===== src/rtl/n_register_e_pkg.sv =====
// Shared constants for the enabled N-bit data register.
// Latency: none (constants only).
// Backpressure: none.
package n_register_e_pkg;

  // Default data width of the register.
  localparam int DEFAULT_WIDTH = 8;

  // Default value held while reset is asserted.
  localparam logic [DEFAULT_WIDTH-1:0] DEFAULT_RESET_VALUE = '0;

endpackage : n_register_e_pkg


===== src/rtl/n_register_e_bit.sv =====
// Single enabled D flip-flop with async active-low clear to a per-bit value.
// Latency: one clock from d to q when enable is high.
// Backpressure: none; enable low simply holds the stored bit.
module n_register_e_bit
  import n_register_e_pkg::*;
#(
  parameter logic RESET_BIT = 1'b0
) (
  input  logic clk,
  input  logic reset,
  input  logic d,
  input  logic enable,
  output logic q
);

  // Reset wins over any clock edge; otherwise load on enable, else hold.
  always_ff @(posedge clk or negedge reset) begin
    if (!reset) begin
      q <= RESET_BIT;
    end else if (enable) begin
      q <= d;
    end
  end

endmodule : n_register_e_bit


===== src/rtl/n_register_e.sv =====
// Generic WIDTH-bit data register with synchronous load enable and async clear.
// Latency: one clock from io_D to io_Q on an enabled edge; reset is immediate.
// Backpressure: none; io_enable low holds io_Q indefinitely.
module n_register_e
  import n_register_e_pkg::*;
#(
  parameter int               WIDTH       = DEFAULT_WIDTH,
  parameter logic [WIDTH-1:0] RESET_VALUE = WIDTH'(DEFAULT_RESET_VALUE)
) (
  input  logic             clk,
  input  logic             reset,
  input  logic [WIDTH-1:0] io_D,
  input  logic             io_enable,
  output logic [WIDTH-1:0] io_Q
);

  // One independent flop per bit; all share the same enable and clear, and
  // each bit clears to its own slice of RESET_VALUE.
  for (genvar i = 0; i < WIDTH; i++) begin : g_bit
    n_register_e_bit #(
      .RESET_BIT (RESET_VALUE[i])
    ) u_bit (
      .clk    (clk),
      .reset  (reset),
      .d      (io_D[i]),
      .enable (io_enable),
      .q      (io_Q[i])
    );
  end

endmodule : n_register_e


===== config.mk =====
export PLATFORM = sky130hd
export DESIGN_NAME = n_register_e
export DESIGN_NICKNAME = d
export VERILOG_FILES = /design/src/rtl/n_register_e_pkg.sv /design/src/rtl/n_register_e_bit.sv /design/src/rtl/n_register_e.sv
export SDC_FILE = /design/constraint.sdc
export NUM_CORES = 1
export LEC_CHECK = 0
export CAP_MARGIN = 10
export CORE_AREA = 2 2 39 41
export DETAILED_ROUTE_END_ITERATION = 8
export DIE_AREA = 0 0 41 43
export PLACE_DENSITY = 0.62
export SKIP_CTS_REPAIR_TIMING = 1
export SYNTH_ARGS = -nofsm -noshare
export SYNTH_HDL_FRONTEND = slang
export SYNTH_HIERARCHICAL = 1
export SYNTH_SLANG_ARGS = --single-unit

===== constraint.sdc =====
create_clock -name clk -period 1.1 [get_ports clk]
set_clock_uncertainty 0.2 [all_clocks]
set_input_delay 0.22 -clock clk [delete_from_list [all_inputs] [get_ports clk]]
set_output_delay 0.22 -clock clk [all_outputs]
set_load 0.005 [all_outputs]

==> flow_metrics.tcl <==
set metrics [dict create \
    cts.sinks 8 \
    drt-vias-per-instance 3.80 \
    crit_buf_inv 1 \
    dp_hpwl_um 570 \
    first_global_vias 265 \
    largest_reg_flops 8 \
    die-area_um2 1760 \
    grt_pass1_wl_mm 1.24 \
    clkTransAtPathRegs_ns 0.05 \
    synth.area.top_cells "dfrtp_1 63%, mux2_4 38%" \
    top_regs "g_bit.u_bit/q (8)" \
    syn_area_per_cell_um2 20.0 \
    violations "negative setup slack" \
    route.antenna.remaining_nets 0 \
    cp_top_family "flip-flops" \
    wl_per_cell_um 12.2 \
    combPwrFrac 0.246 \
    final_max_slew_viol_count 0 \
    htree_levels 1 \
    status "finished, violations left" \
    area_growth_pct 80.5 \
    hold_viol 0 \
    placeableCoreArea_um2 1380 \
    rows 14 \
    tightest_slew_ns 0.379 \
    p_per_area_nw_per_um2 1260 \
    post-place-ws_ns -0.423 \
    ys_seq_area_frac 0.625 \
    p_sw_mw 0.153 \
    numCtsBuffers 3 \
    slowest_stage "dfrtp_1" \
    reg2reg_from "g_bit[4].u_bit/q" \
    die_h_um 43 \
    crit_fanout 2 \
    num-nets-final 58 \
    cts_root_buf "clkbuf_4" \
    pin_count 19 \
    hold_ws_ns 0.0601 \
    maxSlewHeadroom 0.747 \
    overflow 0 \
    drt_iter0_markers 0 \
    routed_wl_um 746 \
    synth-seq-cells 8 \
    cap_violations 0 \
    hold_path_class "in2async" \
    top_register "g_bit.u_bit/q" \
    netlist_area_um2 320 \
    period_share 1.05 \
    ys_warn_count 6 \
    seq_power_share 0.464 \
    required_ns 0.68 \
    fmax_mhz 863 \
    antenna_found_initial 0 \
    synth_cell_types 2 \
    setup_viol_count_final 8 \
    grt_usage 0.111 \
    p_leak_nw 0.298 \
    period_minus_slack_ns 1.16 \
    crit_path_end_kind "primary output" \
    layout_commonest_cell "clkdlybuf4s50_1" \
    synth_area_leader_cell "dfrtp_1" \
    clockBufferDepth 2 \
    power_frac_clock 0.290 \
    finalWorstSetupSlack_ns -0.0583 \
    final_cell_mix "9 x clkdlybuf4s50_1, 8 x mux2_4, 8 x dfrtp_1, 8 x clkbuf_2, 7 x buf_4" \
    grt_max_degree 9 \
    worstPathCellList "clkbuf_2" \
    clkLatencyLatePin_ns 0.24 \
    synth_top_area_share 0.625 \
    cts_tree "done" \
    synth_cells 16 \
    layout-drive-gt1-share 0.600 \
    slowest_delay_ns 0.38 \
    postPlaceCellArea_um2 578 \
    syn_nets 27 \
    place_congestion 0.624 \
    vias 232 \
    initial_utilization 0.231 \
    firstDrtPassIters 1 \
    worstPathArrival_ns 0.74 \
    startpoint "g_bit[4].u_bit/q" \
    fin_area_um2 578 \
    die_w_um 41 \
    p_sw_frac 0.210 \
    ir_drop_uv 448 \
    n_antenna_cell 0 \
    worstSetupStartpointType "register" \
    final_core_util 0.418 \
    criticalPathCategory "reg2out" \
    rsz0062_at_grt "true" \
    io_buffer_count 18 \
    drc_errors 0 \
    internal-power_mw 0.578 \
]
==> synthesized netlist by cell type <==
| cell type | count |
|---|---|
| dfrtp_1 | 8 |
| mux2_4 | 8 |
==> cells by family (layout without fill, tap and decap cells) <==
kind of cell | after synthesis | count (layout) | synth area share
mux | 8 | 8 | 0.375
flops | 8 | 8 | 0.625
buf+inv | 0 | 29 | 0
==> metrics by stage <==
step / instances / setup TNS [ns] / power, mW
3_3_place_gp: 56 / -4.27 / 0.540
2_1_floorplan: 16 / 0 / 0.395
3_5_place_dp: 56 / -4.56 / 0.544
5_1_grt: 61 / -0.663 / 0.778
6_report: 61 / -0.386 / 0.731
4_1_cts: 59 / -4.65 / 0.768
==> final cells by class <==
class | count | area (um^2)
clock buffer | 3 | 22.5
fill | 136 | 806
sequential | 8 | 200
timing repair buffer | 26 | 215
tap | 16 | 20.0
multi-input combinational | 8 | 120
==> per-layer routing <==
layer | vias to the layer above | share of wire | global-route usage
li1 | 117 | - | -
met1 | 113 | 0.38 | 0.119
met2 | 2 | 0.60 | 0.166
met3 | 0 | 0.012 | 0.0471
met4 | 0 | 0 | 0.0800
met5 | - | 0 | 0
==> worst paths after layout <==
check                              endpoint  slack, ns  depth (start not counted)
min in group clk           g_bit[5].u_bit/q       0.26                          3
setup reg to reg           g_bit[4].u_bit/q       0.01                          2
max in group asynchronous  g_bit[4].u_bit/q       0.37                          1
hold / removal             g_bit[7].u_bit/q       0.06                          1
hold reg to reg            g_bit[7].u_bit/q       0.32                          1
setup / recovery                    io_Q[4]      -0.06                          1
==> power by group through the flow <==
| stage | Clock (mW) | Combinational (mW) | Sequential [mW] |
|---|---|---|---|
| final | 0.212 | 0.180 | 0.339 |
| after global routing | 0.244 | 0.193 | 0.341 |
| after floorplan | 0 | 0.0484 | 0.347 |
| after detailed placement | 0 | 0.199 | 0.345 |
| after global placement | 0 | 0.196 | 0.344 |
| after CTS | 0.227 | 0.201 | 0.340 |
No activity file was read; power rests on OpenSTA's default activity.
